[src/rtl/dynamic_branch_predictor_pkg.sv]
// Shared predictor types, constants and instruction-decode helpers.
package dynamic_branch_predictor_pkg;

  localparam int unsigned word_width = 32;

  // Major opcode of conditional branches (B-type).
  localparam logic [6:0] OPC_BRANCH = 7'b1100011;

  typedef enum logic [0:0] {INIT, RUN} bp_state_e;

  // B-type immediate, sign-extended to a full word.
  function automatic logic [word_width-1:0] b_imm(input logic [word_width-1:0] inst);
    logic unused_bits;
    unused_bits = ^{inst[24:12], inst[6:0]};
    return {{20{inst[31]}}, inst[7], inst[30:25], inst[11:8], 1'b0};
  endfunction

  // Static fallback: backward branches taken, forward branches not taken.
  function automatic logic btfn_taken(input logic [word_width-1:0] imm);
    return imm[word_width-1];
  endfunction

endpackage

[src/rtl/dynamic_branch_predictor_if.sv]
// Fetch/execute-facing bundle of the branch predictor.
interface dynamic_branch_predictor_if
  import dynamic_branch_predictor_pkg::*;
#(
  parameter int unsigned IDX        = 6,
  parameter int unsigned STAT_WIDTH = 32
);
  logic                  f_valid;
  logic [word_width-1:0] f_pc;
  logic [word_width-1:0] f_inst;
  logic                  p_taken;
  logic [word_width-1:0] p_target;
  logic [IDX-1:0]        p_index;
  logic                  u_valid;
  logic [IDX-1:0]        u_index;
  logic                  u_taken;
  logic                  u_mispredict;
  logic                  ready;
  logic [STAT_WIDTH-1:0] stat_branches;
  logic [STAT_WIDTH-1:0] stat_mispredicts;

  // Pipeline side: drives fetch and resolution information.
  modport master (
    output f_valid, f_pc, f_inst, u_valid, u_index, u_taken, u_mispredict,
    input  p_taken, p_target, p_index, ready, stat_branches, stat_mispredicts
  );

  // Predictor side.
  modport slave (
    input  f_valid, f_pc, f_inst, u_valid, u_index, u_taken, u_mispredict,
    output p_taken, p_target, p_index, ready, stat_branches, stat_mispredicts
  );
endinterface

[src/rtl/dynamic_branch_predictor_bp_counter_table.sv]
// Saturating-counter table: one async read port, one training write port and
// one init write port (init wins over training).
module dynamic_branch_predictor_bp_counter_table #(
  parameter int unsigned DEPTH     = 64,
  parameter int unsigned CTR_WIDTH = 2,
  localparam int unsigned IDX      = $clog2(DEPTH)
) (
  input  logic                 i_clk,
  input  logic [IDX-1:0]       i_rd_index,
  output logic [CTR_WIDTH-1:0] o_rd_ctr,
  input  logic                 i_upd_en,
  input  logic [IDX-1:0]       i_upd_index,
  input  logic                 i_upd_taken,
  input  logic                 i_init_en,
  input  logic [IDX-1:0]       i_init_index
);
  localparam logic [CTR_WIDTH-1:0] CtrMax  = '1;
  localparam logic [CTR_WIDTH-1:0] CtrWeak = CTR_WIDTH'((1 << (CTR_WIDTH - 1)) - 1);

  logic [CTR_WIDTH-1:0] r_mem [DEPTH];
  logic [CTR_WIDTH-1:0] w_cur;
  logic [CTR_WIDTH-1:0] w_next;

  assign o_rd_ctr = r_mem[i_rd_index];
  assign w_cur    = r_mem[i_upd_index];

  // Step the trained counter toward the resolved direction, clamping at the ends.
  always_comb begin
    w_next = w_cur;
    if (i_upd_taken) begin
      if (w_cur != CtrMax) w_next = w_cur + CTR_WIDTH'(1);
    end else if (w_cur != '0) begin
      w_next = w_cur - CTR_WIDTH'(1);
    end
  end

  // Table storage; the init sweep overrides any training write.
  always_ff @(posedge i_clk) begin
    if (i_init_en) begin
      r_mem[i_init_index] <= CtrWeak;
    end else if (i_upd_en) begin
      r_mem[i_upd_index] <= w_next;
    end
  end

endmodule

[src/rtl/dynamic_branch_predictor.sv]
// PC-indexed dynamic branch predictor with BTFN fallback during table init and
// saturating performance counters.
// Optional gshare indexing: define DYNAMIC_BRANCH_PREDICTOR_GHR_EN.
module dynamic_branch_predictor
  import dynamic_branch_predictor_pkg::*;
#(
  parameter int unsigned DEPTH      = 64,
  parameter int unsigned CTR_WIDTH  = 2,
  parameter int unsigned STAT_WIDTH = 32
) (
  input logic                       i_clk,
  input logic                       i_rst,
  dynamic_branch_predictor_if.slave bp
);
  localparam int unsigned IDX = $clog2(DEPTH);

  typedef logic [CTR_WIDTH-1:0] ctr_t;

  bp_state_e             r_state;
  bp_state_e             w_state_next;
  logic [IDX-1:0]        r_sweep;
  logic [IDX-1:0]        w_sweep_next;
  logic [STAT_WIDTH-1:0] r_stat_br;
  logic [STAT_WIDTH-1:0] r_stat_mp;
  logic [word_width-1:0] w_imm;
  logic                  w_is_branch;
  logic                  w_run;
  logic                  w_dyn;
  logic                  w_init_en;
  logic                  w_upd_en;
  logic [IDX-1:0]        w_pc_index;
  logic [IDX-1:0]        w_index;
  ctr_t                  w_ctr;

  assign w_run     = (r_state == RUN);
  assign w_upd_en  = w_run & ~i_rst & bp.u_valid;
  assign w_init_en = ~w_run & ~i_rst;
  // Reset forces the static rule even if the table was already live.
  assign w_dyn     = w_run & ~i_rst;

  // State register and sweep pointer.
  always_ff @(posedge i_clk) begin
    if (i_rst) begin
      r_state <= INIT;
      r_sweep <= '0;
    end else begin
      r_state <= w_state_next;
      r_sweep <= w_sweep_next;
    end
  end

  // Sweep the table once after reset, then run until the next reset.
  always_comb begin
    w_state_next = r_state;
    w_sweep_next = r_sweep;
    unique case (r_state)
      INIT: begin
        w_sweep_next = r_sweep + IDX'(1);
        if (r_sweep == IDX'(DEPTH - 1)) w_state_next = RUN;
      end
      RUN: w_state_next = RUN;
    endcase
  end

  assign w_pc_index = bp.f_pc[IDX+1:2];

`ifdef DYNAMIC_BRANCH_PREDICTOR_GHR_EN
  logic [IDX-1:0] r_ghr;

  // Global outcome history; newest outcome enters at the LSB.
  always_ff @(posedge i_clk) begin
    if (i_rst) begin
      r_ghr <= '0;
    end else if (w_upd_en) begin
      r_ghr <= {r_ghr[IDX-2:0], bp.u_taken};
    end
  end

  assign w_index = w_pc_index ^ r_ghr;
`else
  assign w_index = w_pc_index;
`endif

  dynamic_branch_predictor_bp_counter_table #(
    .DEPTH    (DEPTH),
    .CTR_WIDTH(CTR_WIDTH)
  ) u_table (
    .i_clk       (i_clk),
    .i_rd_index  (w_index),
    .o_rd_ctr    (w_ctr),
    .i_upd_en    (w_upd_en),
    .i_upd_index (bp.u_index),
    .i_upd_taken (bp.u_taken),
    .i_init_en   (w_init_en),
    .i_init_index(r_sweep)
  );

  assign w_imm       = b_imm(bp.f_inst);
  assign w_is_branch = (bp.f_inst[6:0] == OPC_BRANCH);

  assign bp.p_target = bp.f_pc + w_imm;
  assign bp.p_index  = w_index;
  assign bp.p_taken  = bp.f_valid & w_is_branch &
                       (w_dyn ? w_ctr[CTR_WIDTH-1] : btfn_taken(w_imm));
  assign bp.ready    = w_run;

  // Resolved-branch and misprediction counters, saturating at all-ones.
  always_ff @(posedge i_clk) begin
    if (i_rst) begin
      r_stat_br <= '0;
      r_stat_mp <= '0;
    end else if (bp.u_valid) begin
      if (!(&r_stat_br)) r_stat_br <= r_stat_br + STAT_WIDTH'(1);
      if (bp.u_mispredict && !(&r_stat_mp)) r_stat_mp <= r_stat_mp + STAT_WIDTH'(1);
    end
  end

  assign bp.stat_branches    = r_stat_br;
  assign bp.stat_mispredicts = r_stat_mp;

endmodule

[src/flat_wrapper.sv]
// flat-port wrapper written by rule: the top's interface ports become plain ports
module dynamic_branch_predictor_flat import dynamic_branch_predictor_pkg::*;
#(
  parameter int unsigned DEPTH      = 64,
  parameter int unsigned CTR_WIDTH  = 2,
  parameter int unsigned STAT_WIDTH = 32
)
  (i_clk, i_rst, bp_f_valid, bp_f_pc, bp_f_inst, bp_u_valid, bp_u_index, bp_u_taken, bp_u_mispredict, bp_p_taken, bp_p_target, bp_p_index, bp_ready, bp_stat_branches, bp_stat_mispredicts);
  dynamic_branch_predictor_if #(.IDX(($clog2(DEPTH))), .STAT_WIDTH(STAT_WIDTH)) bp_i ();
  input logic i_clk;
  input logic i_rst;
  input wire logic [$bits(bp_i.f_valid)-1:0] bp_f_valid;
  input wire logic [$bits(bp_i.f_pc)-1:0] bp_f_pc;
  input wire logic [$bits(bp_i.f_inst)-1:0] bp_f_inst;
  input wire logic [$bits(bp_i.u_valid)-1:0] bp_u_valid;
  input wire logic [$bits(bp_i.u_index)-1:0] bp_u_index;
  input wire logic [$bits(bp_i.u_taken)-1:0] bp_u_taken;
  input wire logic [$bits(bp_i.u_mispredict)-1:0] bp_u_mispredict;
  output wire logic [$bits(bp_i.p_taken)-1:0] bp_p_taken;
  output wire logic [$bits(bp_i.p_target)-1:0] bp_p_target;
  output wire logic [$bits(bp_i.p_index)-1:0] bp_p_index;
  output wire logic [$bits(bp_i.ready)-1:0] bp_ready;
  output wire logic [$bits(bp_i.stat_branches)-1:0] bp_stat_branches;
  output wire logic [$bits(bp_i.stat_mispredicts)-1:0] bp_stat_mispredicts;
  assign bp_i.f_valid = bp_f_valid;
  assign bp_i.f_pc = bp_f_pc;
  assign bp_i.f_inst = bp_f_inst;
  assign bp_i.u_valid = bp_u_valid;
  assign bp_i.u_index = bp_u_index;
  assign bp_i.u_taken = bp_u_taken;
  assign bp_i.u_mispredict = bp_u_mispredict;
  assign bp_p_taken = bp_i.p_taken;
  assign bp_p_target = bp_i.p_target;
  assign bp_p_index = bp_i.p_index;
  assign bp_ready = bp_i.ready;
  assign bp_stat_branches = bp_i.stat_branches;
  assign bp_stat_mispredicts = bp_i.stat_mispredicts;
  dynamic_branch_predictor #(.DEPTH(DEPTH), .CTR_WIDTH(CTR_WIDTH), .STAT_WIDTH(STAT_WIDTH)) u_core (.i_clk(i_clk), .i_rst(i_rst), .bp(bp_i));
endmodule
[config.mk]
export PLATFORM = sky130hd
export DESIGN_NAME = dynamic_branch_predictor_flat
export DESIGN_NICKNAME = d
export VERILOG_FILES = /design/src/rtl/dynamic_branch_predictor_pkg.sv /design/src/rtl/dynamic_branch_predictor_if.sv /design/src/rtl/dynamic_branch_predictor_bp_counter_table.sv /design/src/rtl/dynamic_branch_predictor.sv /design/src/flat_wrapper.sv
export SDC_FILE = /design/constraint.sdc
export NUM_CORES = 1
export LEC_CHECK = 0
export CAP_MARGIN = 25
export CORE_MARGIN = 2
export CORE_UTILIZATION = 49
export CTS_CLUSTER_DIAMETER = 80
export DETAILED_ROUTE_END_ITERATION = 6
export HOLD_SLACK_MARGIN = 0.1
export PLACE_DENSITY = 0.74
export SKIP_LAST_GASP = 1
export SYNTH_ARGS = -nofsm -noshare
export SYNTH_HDL_FRONTEND = slang
export SYNTH_SLANG_ARGS = --single-unit
[constraint.sdc]
create_clock -name i_clk -period 10.1 [get_ports i_clk]
set_clock_uncertainty 0.1 [all_clocks]
set_input_delay 1.01 -clock i_clk [delete_from_list [all_inputs] [get_ports i_clk]]
set_output_delay 1.01 -clock i_clk [all_outputs]
set_load 0.005 [all_outputs]
# Word level (Yosys, flattened, before mapping)
# Memory sizes are Yosys's and may differ from the RTL's.
# Cells that the tools add are included.
# totals
out_inout_bits	104
wordCells	44
input_bits	76
mem_bits_rw	128
memories	1
regBits	71
# memory_table
name	words	width	rd	rd_clocked_by_memory_dff	wr	line	rtl
u_core.u_table.r_mem	64	2	2	0	1	dynamic_branch_predictor_bp_counter_table.sv:20	logic [CTR_WIDTH-1:0] r_mem [DEPTH];
# classes
bitwise_logic	8
n_mux	14
n_reduce_logical	8
n_eq_ne	3
add_sub_neg	6
# op_table
op	count
32-bit by 1-bit adder with 32-bit output (second input constant)	2
32-bit AND reduction	2
32-bit adder	1
1-bit two-way mux	8
2-bit two-way mux	4
7-bit == test (second input constant)	1
6-bit by 1-bit adder with 6-bit output (second input constant)	1
6-bit == test (second input constant)	1
6-bit two-way mux	1
1-bit AND	5
2-bit AND reduction	2
1-bit inverter	3
2-bit by 1-bit adder with 2-bit output (second input constant)	1
2-bit inequality test (second input constant)	1
1-bit case mux with 2 select lines	1
2-bit nonzero test	1
2-bit OR reduction	1
2-bit by 1-bit subtractor with 2-bit output (second input constant)	1
1-bit logical AND	1
1-bit zero test	1

# Depth between registers and ports, before layout
# Gate-level depths: netlist (run 1).
# depth
word_depth	8
mapped_depth	10

# Hierarchy
# Synthesis (run 1) repeated with hierarchy kept, for this count alone.
# hier_totals
hier_cells	1049
area_unflattened_um2	11579.9
# by_module_without_submodules
module	cells_per_inst	area_per_inst_um2	instances
dynamic_branch_predictor_bp_counter_table	422	6588.8	1
dynamic_branch_predictor	627	4991.0	1

# Worst setup path before layout (run 1)
# OpenSTA, ideal clock, no wires.
# synth_path
path_type	in2reg
from	input bp_u_index[0]
to	memory u_core.u_table.r_mem[0][0], data pin
stages	8
setup_slack_ns	5.333
setup_time_ns	0.518
path_buffers	1
t_arrival_ns	4.149
cell_sequence	buf_6 -> mux4_2 -> nor2b_1 -> a211oi_1 -> a2111oi_0 -> nor4_2 -> a21oi_1 -> o21ai_1
# synth_between
elab_chain_cells	5
elab_cells_between_ends	9
cone_classes	add/sub (2); eq/ne (1); mux (4); reduce/logical (1); memory (1)
# synth_rtl
element	line	rtl
from (decl)	flat_wrapper.sv:16	input wire logic [$bits(bp_i.u_index)-1:0] bp_u_index;
memory 64 x 2 bit *	n/a	
2-bit by 1-bit subtractor with 2-bit output (tied with other cells)	dynamic_branch_predictor_bp_counter_table.sv:33	w_next = w_cur - CTR_WIDTH'(1);
2-bit two-way mux, on equally long branches	dynamic_branch_predictor_bp_counter_table.sv:32, dynamic_branch_predictor_bp_counter_table.sv:31	
2-bit two-way mux *	dynamic_branch_predictor_bp_counter_table.sv:30	if (i_upd_taken) begin
2-bit two-way mux (no line) *	n/a	
to (decl)	dynamic_branch_predictor_bp_counter_table.sv:20	
# Mark *: on every way between the ends. The rest lies on a longest branch, timed or not.

# Worst setup path after layout (run 1)
# layout_path
from	input bp_f_inst[31]
to	output bp_p_target[26]
# layout_between
elab_chain_cells	1
# layout_rtl
element	line	rtl
from (decl)	flat_wrapper.sv:14	input wire logic [$bits(bp_i.f_inst)-1:0] bp_f_inst;
32-bit adder	dynamic_branch_predictor.sv:101	assign bp.p_target = bp.f_pc + w_imm;
to (decl)	flat_wrapper.sv:20	output wire logic [$bits(bp_i.p_target)-1:0] bp_p_target;
# No other way between the ends.

==> results.cfg, run 1 <==
[cts]
cts_buffers = 17
cts_tree = done
htreeDepth = 4
postCtsSetupRepairBufs = 0
cts_max_path_buffers = 2
path_clk_slew_ns = 0.07
cts-hold-fix-buffers = 0
cts_resized = 0
cts-root-buf = clkbuf_16
clkLatencyLatePin_ns = 0.43
clock-sinks = 199

[global_routing]
grt_max_degree = 79
grt_pass1_vias = 8481
globalRouteTotalUtil = 0.231
antenna_found_initial = 0
gr-total-overflow = 0
grt_pass1_wl_mm = 44.0

[logic_synthesis]
synth_edf_count = 128
ys_seq_area_frac = 0.478
async_flop_share = 0
synth_area_mm2 = 0.0110
ys_seq_elements = 199
ys_types = 69
synth.avg_cell_area_um2 = 10.5
yosys_warnings = 0
synth_nets = 1161
ys.flop_type = edfxtp_1
syn_inst = 1051

[detailed_routing]
vias_per_cell = 5.87
wire_per_inst_um = 18.4
dr_total_vias = 8734
drtPass1Iterations = 5
drc = 0
wirelength_mm = 27.3
first_iter_violations = 685
drtAntennaViolNets = 0

[run_status]
status = finished, final reports clean

[timing]
timing.final.crit_share = 0.568
max_freq_mhz = 174
grt_setup_unrepaired = no
hold_slack_ns = 0.415
setup_ws_ns = 4.36
drv_slew = 0
finalSetupViolations = 0
min_period_ns = 5.74
finalHoldViolCount = 0
tightest_slew_ns = 1.03
fin_setup_tns_ns = 0
maxSlewHeadroom = 0.313

[setup_path]
end_kind = primary output
crit_family = compound AO/OA/AOI/OAI gates
crit_fanout = 21
start_kind = input pin
worstSetupPathType = input pin to primary output
path_common_cell = clkdlybuf4s50_1
path_buf_inv = 2
cp_cell_sequence = clkdlybuf4s50_1, ha_1, a21oi_1, o22ai_1, o21ai_0, o211ai_1, a31oi_1, xnor2_1, clkdlybuf4s50_1
max_stage_delay_ns = 0.87
cp.required_ns = 8.99
cp_slowest_cell = clkdlybuf4s50_1
crit_arrival_ns = 4.63

[floorplanning]
dieArea_mm2 = 0.0237
coreArea_mm2 = 0.0220
start_util = 0.501
num_rows = 54
die_h_um = 154
die_x_um = 154
io-pin-count = 180

[place]
dp.cells = 1455
io_buffers = 164
place_ws_ns = 4.35
dp.final_hpwl_mm = 19.2
gp_congestion = 0.876

[power]
ir_drop_mv = 0.101
power_leakage_nw = 4.79
powerDensity_mw_per_mm2 = 137
fin_total_pwr_mw = 1.85

[hold_path]
hp-class = register to register

[final_layout]
seq_area_mm2 = 0.00527
instances_no_fill = 1488
drive_above_1_share = 0.0695
multi_input_area_mm2 = 0.00541
final_common_cell = nor2_1
fillCellCount = 1795
nets = 1305
insertedDiodeCount = 0
most-common-layout-cells = 163 x nor2_1, 162 x clkdlybuf4s50_1, 128 x edfxtp_1
synthToLayoutAreaGrowth_pct = 22.0

[run]
cap_violations = 0
-- kinds of logic (layout without fill, tap and decap cells) --
group / count (synthesis) / after routing / share of synthesized area
compound gates: 191 / 191 / 0.110
xor+xnor: 79 / 79 / 0.0629
fa+ha+maj: 35 / 35 / 0.0403
buf+inv: 70 / 227 / 0.0314
flops: 199 / 199 / 0.478
mux: 79 / 79 / 0.103
simple gates: 398 / 398 / 0.174
-- worst reg2reg max path: stages (launching register included) --
cell	delay, ns
edfxtp_1	0.37
mux4_2	0.47
nor2b_1	0.15
a211oi_1	0.31
a2111oi_0	0.18
nor4_2	0.46
a21oi_1	0.16
o21ai_4	0.43
buf_4	0.49
-- worst paths after layout --
check,startpoint,to,slack (ns),cells past startpoint
worst max-delay path,bp_f_inst[31],bp_p_target[26],4.36,9
worst min-delay path,u_core.bp.stat_mispredicts[31],u_core.bp.stat_mispredicts[31],0.41,2
worst max register to register,u_core.u_table.r_mem[21][0],u_core.u_table.r_mem[12][0],6.71,8
worst min register to register,u_core.bp.stat_mispredicts[31],u_core.bp.stat_mispredicts[31],0.41,2
-- metrics by stage --
stage	utilization	area, um2
after floorplan	-	11000
after global placement	0.583	12800
after detailed placement	0.583	12800
after CTS	0.611	13400
after global routing	0.611	13400
final	0.611	13400
-- per-layer routing --
metal | global-route usage | share of wire | vias up
li1 | - | - | 4154
met1 | 0.313 | 0.43 | 4185
met2 | 0.382 | 0.47 | 348
met3 | 0.0403 | 0.073 | 47
met4 | 0.0730 | 0.019 | 0
met5 | 0 | 0 | -
-- registers in the layout, summed over array words and instances, names as in the netlist --
name and cells:
u_core.bp.ready 1, u_core.u_table.r_mem 128, u_core.r_sweep 6, u_core.bp.stat_mispredicts 32, u_core.bp.stat_branches 32
-- where the power goes --
group	leakage [nW]	switching [mW]	internal, mW	total, mW
logic	2.56	0.132	0.142	0.274
clock network	0.302	0.329	0.380	0.709
registers	1.93	0.00361	0.858	0.862
-- layout make-up --
| class | count | area share |
|---|---|---|
| multi-input combinational | 782 | 0.403 |
| sequential | 199 | 0.392 |
| timing repair buffer | 172 | 0.126 |
| clock buffer | 17 | 0.0317 |
| tap | 280 | 0.0261 |
| clock inverter | 15 | 0.0144 |
| inverter | 23 | 0.00643 |
-- synth_stat cells (3+ instances only) --
cell,number,share of area
o31a_1,3,0.0024
or3_1,21,0.012
nor2_1,164,0.056
buf_2,11,0.0050
mux4_2,27,0.055
a21oi_1,53,0.024
ha_1,33,0.038
o21ai_0,46,0.021
nand3b_1,3,0.0020
a211oi_1,7,0.0048
a22o_1,4,0.0032
and4_1,9,0.0072
a2111oi_0,3,0.0024
nor4_1,6,0.0034
o21a_1,8,0.0055
or2_2,3,0.0017
buf_6,4,0.0041
nor3_1,13,0.0059
a221oi_1,4,0.0032
dfxtp_1,71,0.13
nand2_1,73,0.025
o21bai_1,3,0.0020
a21o_1,15,0.010
o31ai_1,4,0.0027
and2_1,3,0.0017
clkbuf_1,18,0.0061
inv_1,23,0.0078
nand2b_1,13,0.0074
nand3_1,42,0.019
a31oi_1,6,0.0034
a22oi_1,17,0.012
buf_1,3,0.0010
edfxtp_1,128,0.35
xor2_1,31,0.025
mux2i_1,52,0.047
nand4_1,14,0.0080
nor3b_1,3,0.0020
buf_4,10,0.0068
o211ai_1,4,0.0027
nor2b_1,11,0.0063
and3_1,6,0.0034
xnor2_1,48,0.038
Note: power is estimated with default switching activity, not from simulation.
==> inputs of run 2 (changes only) <==
--- a/config.mk
+++ b/config.mk
@@ -11,7 +11,7 @@
 export CTS_CLUSTER_DIAMETER = 80
 export DETAILED_ROUTE_END_ITERATION = 6
 export HOLD_SLACK_MARGIN = 0.1
-export PLACE_DENSITY = 0.74
+export PLACE_DENSITY = 0.77
 export SKIP_LAST_GASP = 1
 export SYNTH_ARGS = -nofsm -noshare
 export SYNTH_HDL_FRONTEND = slang
==> constraint.sdc (replaced) <==
create_clock -name i_clk -period 5.1 [get_ports i_clk]
set_clock_uncertainty 0.1 [all_clocks]
set_input_delay 0.51 -clock i_clk [delete_from_list [all_inputs] [get_ports i_clk]]
set_output_delay 0.51 -clock i_clk [all_outputs]
set_load 0.005 [all_outputs]
==> run 2 against run 1 <==
Clock power is 75% higher. Worst hold slack better by 0.0030 ns. Via count is 0.98% higher. Utilization is 0.10 points higher. Combinational power is 100% higher. Sequential power is 98% higher. Total power is 90% higher. Wire length is 1.0% higher. Register-to-register slack worse by 4.7 ns. Critical endpoint is now bp_p_target[31].
==> results.cfg, run 2 (same netlist as run 1, synthesis figures left out) <==
[detailed_routing]
drc = 0
wirelength_mm = 27.6
drtAntennaViolNets = 0
wire_per_inst_um = 18.4
vias_per_cell = 5.89
dr_total_vias = 8820
first_iter_violations = 741
drtPass1Iterations = 5

[setup_path]
end_kind = primary output
crit_family = compound AO/OA/AOI/OAI gates
cp_slowest_cell = clkdlybuf4s50_1
crit_fanout = 7
cp.required_ns = 4.49
path_common_cell = o21ai_0
crit_arrival_ns = 3.69
path_buf_inv = 2
start_kind = input pin
max_stage_delay_ns = 0.51
worstSetupPathType = input pin to primary output
cp_cell_sequence = clkdlybuf4s50_1, ha_1, a2111oi_0, o21ai_0, o21ai_0, a21oi_1, o32ai_1, o21ai_0, xnor2_1, clkdlybuf4s50_1

[power]
fin_total_pwr_mw = 3.50
ir_drop_mv = 0.226
powerDensity_mw_per_mm2 = 261
power_leakage_nw = 4.81

[final_layout]
insertedDiodeCount = 0
top_register = u_core.u_table.r_mem
largest_register_ffs = 128
synthToLayoutAreaGrowth_pct = 22.2
final_common_cell = nor2_1
most-common-layout-cells = 163 x nor2_1, 162 x clkdlybuf4s50_1, 128 x edfxtp_1
nets = 1315
drive_above_1_share = 0.0755
fillCellCount = 1730

[floorplanning]
die_x_um = 154
num_rows = 54
coreArea_mm2 = 0.0220
dieArea_mm2 = 0.0237
die_h_um = 154
io-pin-count = 180
start_util = 0.501

[cts]
clkLatencyLatePin_ns = 0.44
cts_resized = 0
cts_buffers = 17
clock-sinks = 199
cts_tree = done
path_clk_slew_ns = 0.07
postCtsSetupRepairBufs = 0
cts_max_path_buffers = 2
cts-root-buf = clkbuf_16
cts-hold-fix-buffers = 0
htreeDepth = 4

[global_routing]
grt_max_degree = 78
grt_pass1_wl_mm = 43.6
grt_pass1_vias = 8215
globalRouteTotalUtil = 0.233
antenna_found_initial = 0
gr-total-overflow = 0

[timing]
maxSlewHeadroom = 0.353
finalSetupViolations = 0
min_period_ns = 4.30
grt_setup_unrepaired = no
fin_setup_tns_ns = 0
timing.final.crit_share = 0.844
hold_slack_ns = 0.418
max_freq_mhz = 232
finalHoldViolCount = 0
tightest_slew_ns = 0.970
drv_slew = 0

[place]
gp_congestion = 0.901
io_buffers = 164
dp.final_hpwl_mm = 19.6

[hold_path]
hp-class = register to register

[run_status]
status = finished, final reports clean

[run]
cap_violations = 0
-- run 2: tightest hold or removal path, stage by stage, from the launching register on --
cell and delay [ns]:
dfxtp_1 0.34, o21ai_0 0.08, a21oi_1 0.06
-- run 2: stage by stage --
stage	worst slack [ns]	cell area, um2	instances	util
global route	0.425	13400	1498	0.612
global placement	0.813	12900	1466	0.588
finish	0.798	13400	1498	0.612
CTS	0.771	13400	1498	0.612
floorplan	0.833	11000	1051	-
detailed placement	0.803	12900	1466	0.588
-- run 2: worst paths after layout --
kind                                        from                             end  slack (ns)  cells after the start
hold reg to reg   u_core.bp.stat_mispredicts[27]  u_core.bp.stat_mispredicts[27]        0.42                      2
setup / recovery                   bp_f_inst[28]                 bp_p_target[31]        0.80                     10
setup reg to reg     u_core.u_table.r_mem[16][0]     u_core.u_table.r_mem[38][0]        2.03                      8
hold / removal    u_core.bp.stat_mispredicts[27]  u_core.bp.stat_mispredicts[27]        0.42                      2
-- run 2: area by class of cell --
cell class	instances	area [um2]	share of cell area
Timing Repair Buffer	182	1790	0.133
Tap cell	280	350	0.0261
Sequential cell	199	5270	0.392
Multi-Input combinational cell	782	5410	0.403
Inverter	23	86.3	0.00642
Clock buffer	19	433	0.0322
Clock inverter	13	108	0.00800
-- run 2: power by group --
group	internal (mW)	switching, mW	total, mW
sequential	1.70	0.00689	1.71
clock	0.637	0.605	1.24
combinational	0.287	0.269	0.556
total	2.62	0.880	3.50
-- run 2: layer usage --
| layer | GRT usage | vias up | routed length [um] | share of wire |
|---|---|---|---|---|
| li1 | - | 4187 | - | - |
| met1 | 0.304 | 4228 | 11500 | 0.42 |
| met2 | 0.390 | 354 | 13400 | 0.49 |
| met3 | 0.0431 | 51 | 2010 | 0.073 |
| met4 | 0.0841 | 0 | 665 | 0.024 |
| met5 | 0 | - | 0 | 0 |
